## src/rtl/sa_psum_deskew.sv

```systemverilog
// sa_psum_deskew: receive-side deskew for the systolic array partial sums.
// Lane j of a row arrives (PE_SIZE-1-j) cycles after lane PE_SIZE-1, so lane j
// is delayed by j registers to line every lane up with lane 0. Complete rows
// go into a first-word-fall-through FIFO with a registered head and a
// tile-boundary flag. Partial rows and overflow drops raise sticky errors.
// Optional build macro: PSUM_RELU_EN clamps negative lanes to zero at the
// FIFO output. The stored data is not changed.
module sa_psum_deskew #(
   parameter int PE_SIZE    = 4,
   parameter int PSUM_WIDTH = 32,
   parameter int FIFO_DEPTH = 8,
   parameter int ROWS       = 4
) (
   input  logic                          clk,
   input  logic                          rst,
   input  logic [PSUM_WIDTH*PE_SIZE-1:0] psum_row_i,
   input  logic [PE_SIZE-1:0]            psum_en_row_i,
   output logic [PSUM_WIDTH*PE_SIZE-1:0] out_data_o,
   output logic                          out_valid_o,
   input  logic                          out_ready_i,
   output logic                          out_last_o,
   input  logic                          err_clr_i,
   output logic                          err_skew_o,
   output logic                          err_ovf_o
);

   localparam int ROW_W  = PSUM_WIDTH * PE_SIZE;
   localparam int PTR_W  = (FIFO_DEPTH > 1) ? $clog2(FIFO_DEPTH) : 1;
   localparam int CNT_W  = $clog2(FIFO_DEPTH + 1);
   localparam int ROWC_W = (ROWS > 1) ? $clog2(ROWS) : 1;

   genvar gi;

   // ------------------------------------------------------------------
   // Deskew delay lines
   // ------------------------------------------------------------------
   logic [PSUM_WIDTH-1:0] aligned_data [PE_SIZE];
   logic [PE_SIZE-1:0]    aligned_en;
   logic [ROW_W-1:0]      aligned_row;

   generate
      for (gi = 0; gi < PE_SIZE; gi++) begin : g_lane
         if (gi == 0) begin : g_direct
            // Lane 0 arrives last, so it is used without delay.
            assign aligned_data[gi] = psum_row_i[0 +: PSUM_WIDTH];
            assign aligned_en[gi]   = psum_en_row_i[0];
         end else begin : g_delay
            logic [PSUM_WIDTH-1:0] data_dl [gi];
            logic                  en_dl   [gi];

            // j-stage shift register. It shifts every cycle and never stalls.
            always_ff @(posedge clk) begin
               if (rst) begin
                  for (int k = 0; k < gi; k++) begin
                     data_dl[k] <= '0;
                     en_dl[k]   <= 1'b0;
                  end
               end else begin
                  data_dl[0] <= psum_row_i[PSUM_WIDTH*gi +: PSUM_WIDTH];
                  en_dl[0]   <= psum_en_row_i[gi];
                  for (int k = 1; k < gi; k++) begin
                     data_dl[k] <= data_dl[k-1];
                     en_dl[k]   <= en_dl[k-1];
                  end
               end
            end

            assign aligned_data[gi] = data_dl[gi-1];
            assign aligned_en[gi]   = en_dl[gi-1];
         end
         assign aligned_row[PSUM_WIDTH*gi +: PSUM_WIDTH] = aligned_data[gi];
      end
   endgenerate

   // A row is complete only when every aligned enable is set.
   // Any other non-zero pattern means a skew fault.
   logic row_full;
   logic row_partial;
   assign row_full    = &aligned_en;
   assign row_partial = (|aligned_en) & ~row_full;

   // ------------------------------------------------------------------
   // FIFO with registered head
   // ------------------------------------------------------------------
   logic [ROW_W-1:0] mem_data [FIFO_DEPTH];
   logic             mem_last [FIFO_DEPTH];

   logic [PTR_W-1:0]  wr_ptr_reg, rd_ptr_reg, rd_ptr_next;
   logic [CNT_W-1:0]  count_reg, count_next;
   logic              head_valid_reg;
   logic              head_last_reg;
   logic [ROW_W-1:0]  head_data_reg;
   logic [ROW_W-1:0]  head_src_data;
   logic              head_src_last;
   logic [ROWC_W-1:0] row_cnt_reg;
   logic              row_last;

   logic fifo_full;
   logic do_pop;
   logic do_push;
   logic do_drop;

   assign fifo_full = (count_reg == CNT_W'(FIFO_DEPTH));
   assign do_pop    = head_valid_reg & out_ready_i;
   // When the FIFO is full, a pop in the same cycle frees the slot the push needs.
   assign do_push   = row_full & (~fifo_full | do_pop);
   assign do_drop   = row_full & fifo_full & ~do_pop;
   assign row_last  = (row_cnt_reg == ROWC_W'(ROWS - 1));

   // Work out the next occupancy and the entry that becomes the head.
   // If the FIFO empties after this cycle's pop, the row being pushed
   // becomes the head directly. Otherwise the head comes from storage.
   always_comb begin
      rd_ptr_next   = rd_ptr_reg;
      count_next    = count_reg;
      head_src_data = '0;
      head_src_last = 1'b0;
      if (do_pop) begin
         rd_ptr_next = rd_ptr_reg + PTR_W'(1);
      end
      count_next = count_reg + CNT_W'(do_push) - CNT_W'(do_pop);
      if (do_push && (rd_ptr_next == wr_ptr_reg)) begin
         head_src_data = aligned_row;
         head_src_last = row_last;
      end else begin
         head_src_data = mem_data[rd_ptr_next];
         head_src_last = mem_last[rd_ptr_next];
      end
   end

   // Storage write port. It has no reset; the pointers decide which entries are valid.
   always_ff @(posedge clk) begin
      if (!rst && do_push) begin
         mem_data[wr_ptr_reg] <= aligned_row;
         mem_last[wr_ptr_reg] <= row_last;
      end
   end

   // Pointers, occupancy and the registered head. The head is reloaded only
   // while the FIFO stays non-empty, so it holds steady until it is popped.
   always_ff @(posedge clk) begin
      if (rst) begin
         wr_ptr_reg     <= '0;
         rd_ptr_reg     <= '0;
         count_reg      <= '0;
         head_valid_reg <= 1'b0;
         head_last_reg  <= 1'b0;
         head_data_reg  <= '0;
      end else begin
         if (do_push) begin
            wr_ptr_reg <= wr_ptr_reg + PTR_W'(1);
         end
         rd_ptr_reg     <= rd_ptr_next;
         count_reg      <= count_next;
         head_valid_reg <= (count_next != '0);
         if (count_next != '0) begin
            head_data_reg <= head_src_data;
            head_last_reg <= head_src_last;
         end else begin
            head_last_reg <= 1'b0;
         end
      end
   end

   // Row-in-tile counter. Only rows actually stored advance it.
   always_ff @(posedge clk) begin
      if (rst) begin
         row_cnt_reg <= '0;
      end else if (do_push) begin
         row_cnt_reg <= row_last ? '0 : row_cnt_reg + ROWC_W'(1);
      end
   end

   // Sticky error flags. Clear takes priority over a set in the same cycle.
   always_ff @(posedge clk) begin
      if (rst) begin
         err_skew_o <= 1'b0;
         err_ovf_o  <= 1'b0;
      end else if (err_clr_i) begin
         err_skew_o <= 1'b0;
         err_ovf_o  <= 1'b0;
      end else begin
         if (row_partial) begin
            err_skew_o <= 1'b1;
         end
         if (do_drop) begin
            err_ovf_o <= 1'b1;
         end
      end
   end

   assign out_valid_o = head_valid_reg;
   assign out_last_o  = head_last_reg;

`ifdef PSUM_RELU_EN
   // Clamp each lane to zero when its sign bit is set.
   generate
      for (gi = 0; gi < PE_SIZE; gi++) begin : g_relu
         assign out_data_o[PSUM_WIDTH*gi +: PSUM_WIDTH] =
            head_data_reg[PSUM_WIDTH*gi + PSUM_WIDTH - 1] ? '0
                                                          : head_data_reg[PSUM_WIDTH*gi +: PSUM_WIDTH];
      end
   endgenerate
`else
   assign out_data_o = head_data_reg;
`endif

endmodule

```

## config.mk

```make
export PLATFORM = sky130hd
export DESIGN_NAME = sa_psum_deskew
export DESIGN_NICKNAME = d
export VERILOG_FILES = /design/src/rtl/sa_psum_deskew.sv
export SDC_FILE = /design/constraint.sdc
export NUM_CORES = 2
export LEC_CHECK = 0
export CAP_MARGIN = 10
export CORE_MARGIN = 10
export CORE_UTILIZATION = 50
export DETAILED_ROUTE_END_ITERATION = 10
export GPL_TIMING_DRIVEN = 0
export HOLD_SLACK_MARGIN = 0.12
export PLACE_DENSITY_LB_ADDON = 0.05
export SYNTH_ARGS = -nofsm -noshare
export SYNTH_HDL_FRONTEND = slang
export SYNTH_SLANG_ARGS = --single-unit
```

## constraint.sdc

```tcl
create_clock -name clk -period 20.1 [get_ports clk]
set_input_delay 3.015 -clock clk [delete_from_list [all_inputs] [get_ports clk]]
set_output_delay 3.015 -clock clk [all_outputs]
set_load 0.05 [all_outputs]
```

==> implementation parameters <==
Parameter                              Value

Global routing
  Overflow after GRT ... 0
  Initial antenna violation count ... 7
  First-pass GRT wire length ... 219 mm
  Maximum number of pins on one net before global-route repair ... 26
  Number of global-route vias before repair ... 33100
  Overall track demand over capacity in global routing ... 0.251

Route
  DRC violations left ... 0
  Total iterations of the first detailed-routing run ... 7
  Average wire per standard cell ... 27.5 µm
  Total number of vias ... 32500
  Violation count after the first detailed-route iteration ... 3418
  Total detailed-routing wirelength ... 149 mm
  Number of vias per cell ... 6.01
  DRT antenna net count ... 0

Clock network
  CTS Root Cell ... clkbuf_16
  CTS max path bufs ... 3
  Post-cts hold buffer count ... 0
  Setup Buffers After CTS ... 0
  Worst skew pair latency ... 0.75 ns
  Clock tree from TritonCTS ... done
  Clock-pin transition on the worst setup and hold timing paths ... 0.06 ns
  Clock buffer count from CTS ... 144
  Number of H-tree levels ... 4
  Total number of clock tree sinks ... 1374
  Cts repair resizes ... 0

Floorplan
  Placeable core area ... 0.102 mm²
  Num ports ... 268
  Vertical die dimension ... 341 µm
  Initial standard-cell utilization of the core ... 0.504
  Number of placement rows ... 117
  Overall die area ... 0.116 mm²
  Die boundary width ... 341 µm

Logic synthesis
  Synth top cells by count ... 1032 x edfxtp_1, 518 x and3_1, 516 x a211oi_1
  Async set or reset register ratio after synthesis ... 0
  Avg Inst Size Synth ... 15.2 µm²
  Post-synthesis instance area ... 0.0514 mm²
  Most numerous cell in the Yosys netlist ... edfxtp_1
  Post-synth top area share ... 0.602
  Biggest area consumer among synthesized cells ... edfxtp_1
  Register bit count reported by yosys ... 1374
  Count of mapped cells out of synthesis ... 3381
  Count of synthesis-stage warnings from yosys ... 0
  Net count after synthesis ... 3525
  Library cells used by synthesis ... 42
  Seq/Total Area, Yosys ... 0.735
  Top cells by area, synth ... edfxtp_1 60%, dfxtp_1 13%, a211oi_1 7.5%, and3_1 6.3%, mux2i_1 2.5%
  Most used flip-flop cell after synthesis ... edfxtp_1
  Number of flops mapped to enable cells by yosys ... 1032

Layout
  Most flop-heavy register ... mem_data
  Share of post-route cells with drive strength above 1 ... 0.121
  Area grow syn2layout ... 20.2%
  Flip-flop count of the largest register after layout ... 1024
  Count of nets after finishing ... 4065

Placement
  Placed wire-length estimate ... 99.4 mm
  Global placement routability congestion ... 0.809
  Total of buffers placed on input and output ports ... 266

Setup path
  Kind of critical path ... in -> reg
  Worst endpoint data arrival time ... 7.75 ns
  Maximum fanout along the worst path ... 10
  Critical Path End Type ... register
  Required time reported for the critical path endpoint ... 20.59 ns
  CP startpoint kind ... primary input

Timing
  Time the final worst path needs with I/O delays and setup ... 7.27 ns
  Total negative setup slack ... 0 ns
  Max-slew headroom at the worst pin ... 0.202
  Unrepaired setup endpoints after global routing ... no
  Count of final hold-check violations ... 0
  Final setup violation count ... 0
  Worst hold slack ... 0.429 ns
  Final-report max-slew violation count ... 0
  Clock skew ... 0.0207 ns
  Slew @ Worst Pin ... 1.20 ns
  Final Cycle Share ... 0.362
  Achievable Freq ... 0.138 GHz

Worst hold path
  Path class of the lowest-slack min-delay path ... reg -> reg

Run status
  Status ... complete, no violations

Power
  Power Density ... 129 mW/mm²
  Peak supply drop ... 0.0922 mV
  Leak Pwr ... 22.1 nW

Run
  Max capacitance violation total ... 0
through the flow:
stage	setup WS, ns	power [mW]	utilization	cells	instance area (µm²)
floorplan	2.21	4.56	-	3381	51400
global placement	-12.83	5.39	0.547	5015	55800
detailed placement	11.95	5.42	0.561	5143	57200
CTS	12.72	8.00	0.606	5409	61900
global route	12.64	8.25	0.606	5410	61900
finish	12.83	7.97	0.606	5411	61900
critical path: stages:
cell	delay [ns]
clkdlybuf4s50_1	0.72
clkbuf_1	0.70
clkbuf_1	0.88
clkbuf_1	0.95
nor4b_2	0.32
buf_6	0.24
buf_4	0.18
buf_6	0.15
buf_4	0.17
buf_4	0.19
buf_4	0.18
area by class of cell:
class	count	area (µm²)
sequential	1374	37800
inverter	7	26.3
timing repair buffer	394	3980
tap	1368	1710
antenna	2	5.00
multi-input combinational	1701	12200
fill	7764	40200
clock inverter	40	255
buffer	299	1440
clock buffer	226	4410
cell usage in the layout, fill, tap and decap left out, types with 3 or more instances in the layout:
master           instances
buf_6                   67
clkbuf_16              157
xor2_1                   7
a21oi_1                  8
a211oi_1               516
ha_1                     7
buf_12                  10
clkinv_2                15
clkbuf_8                22
nor2_1                  14
buf_2                  109
dfxtp_1                342
buf_8                    5
nand2_1                 10
edfxtp_1              1032
clkbuf_1               202
nor3_2                   3
clkinv_1                17
and3_1                 518
mux2i_1                129
buf_4                   78
clkdlybuf4s50_1        266
clkinvlp_4               3
nor4_1                 129
inv_1                    7
nor2b_1                200
o2bb2ai_1              128
logic make-up after synthesis:
kind of cell / count (synthesis) / synth area share
and+or+nand+nor: 894 / 0.108
buffers and inverters: 306 / 0.0284
xor gates and xnor gates: 9 / 0.00168
DFF: 1374 / 0.735
AOI/OAI and AO/OA: 661 / 0.0997
muxes: 129 / 0.0251
adders and majority gates: 8 / 0.00209
path summary, 6_finish.rpt:
| kind | from | to | slack (ns) | cells after the start |
|---|---|---|---|---|
| hold reg to reg | g_lane[2].g_delay.data_dl[0][8] | g_lane[2].g_delay.data_dl[0][40] | 0.43 | 1 |
| setup / recovery | rst | mem_data[6][15] | 12.83 | 11 |
| hold / removal | g_lane[2].g_delay.data_dl[0][8] | g_lane[2].g_delay.data_dl[0][40] | 0.43 | 1 |
| setup reg to reg | out_valid_o | out_data_o[82] | 15.25 | 14 |
metal layers:
layer,vias up,GRT usage,part of all wire
li1,14500,-,-
met3,246,0.0524,0.078
met1,16400,0.340,0.42
met2,1414,0.398,0.47
met5,-,0,0.00024
met4,6,0.0904,0.032
power by group:
part,leakage (nW),internal [mW],switching (mW)
Sequential,12.1,3.18,0.0932
Combinational,7.72,0.640,1.46
Clock,2.28,1.53,1.07
Total,22.1,5.35,2.62
Note: power is estimated with default switching activity, not from simulation.
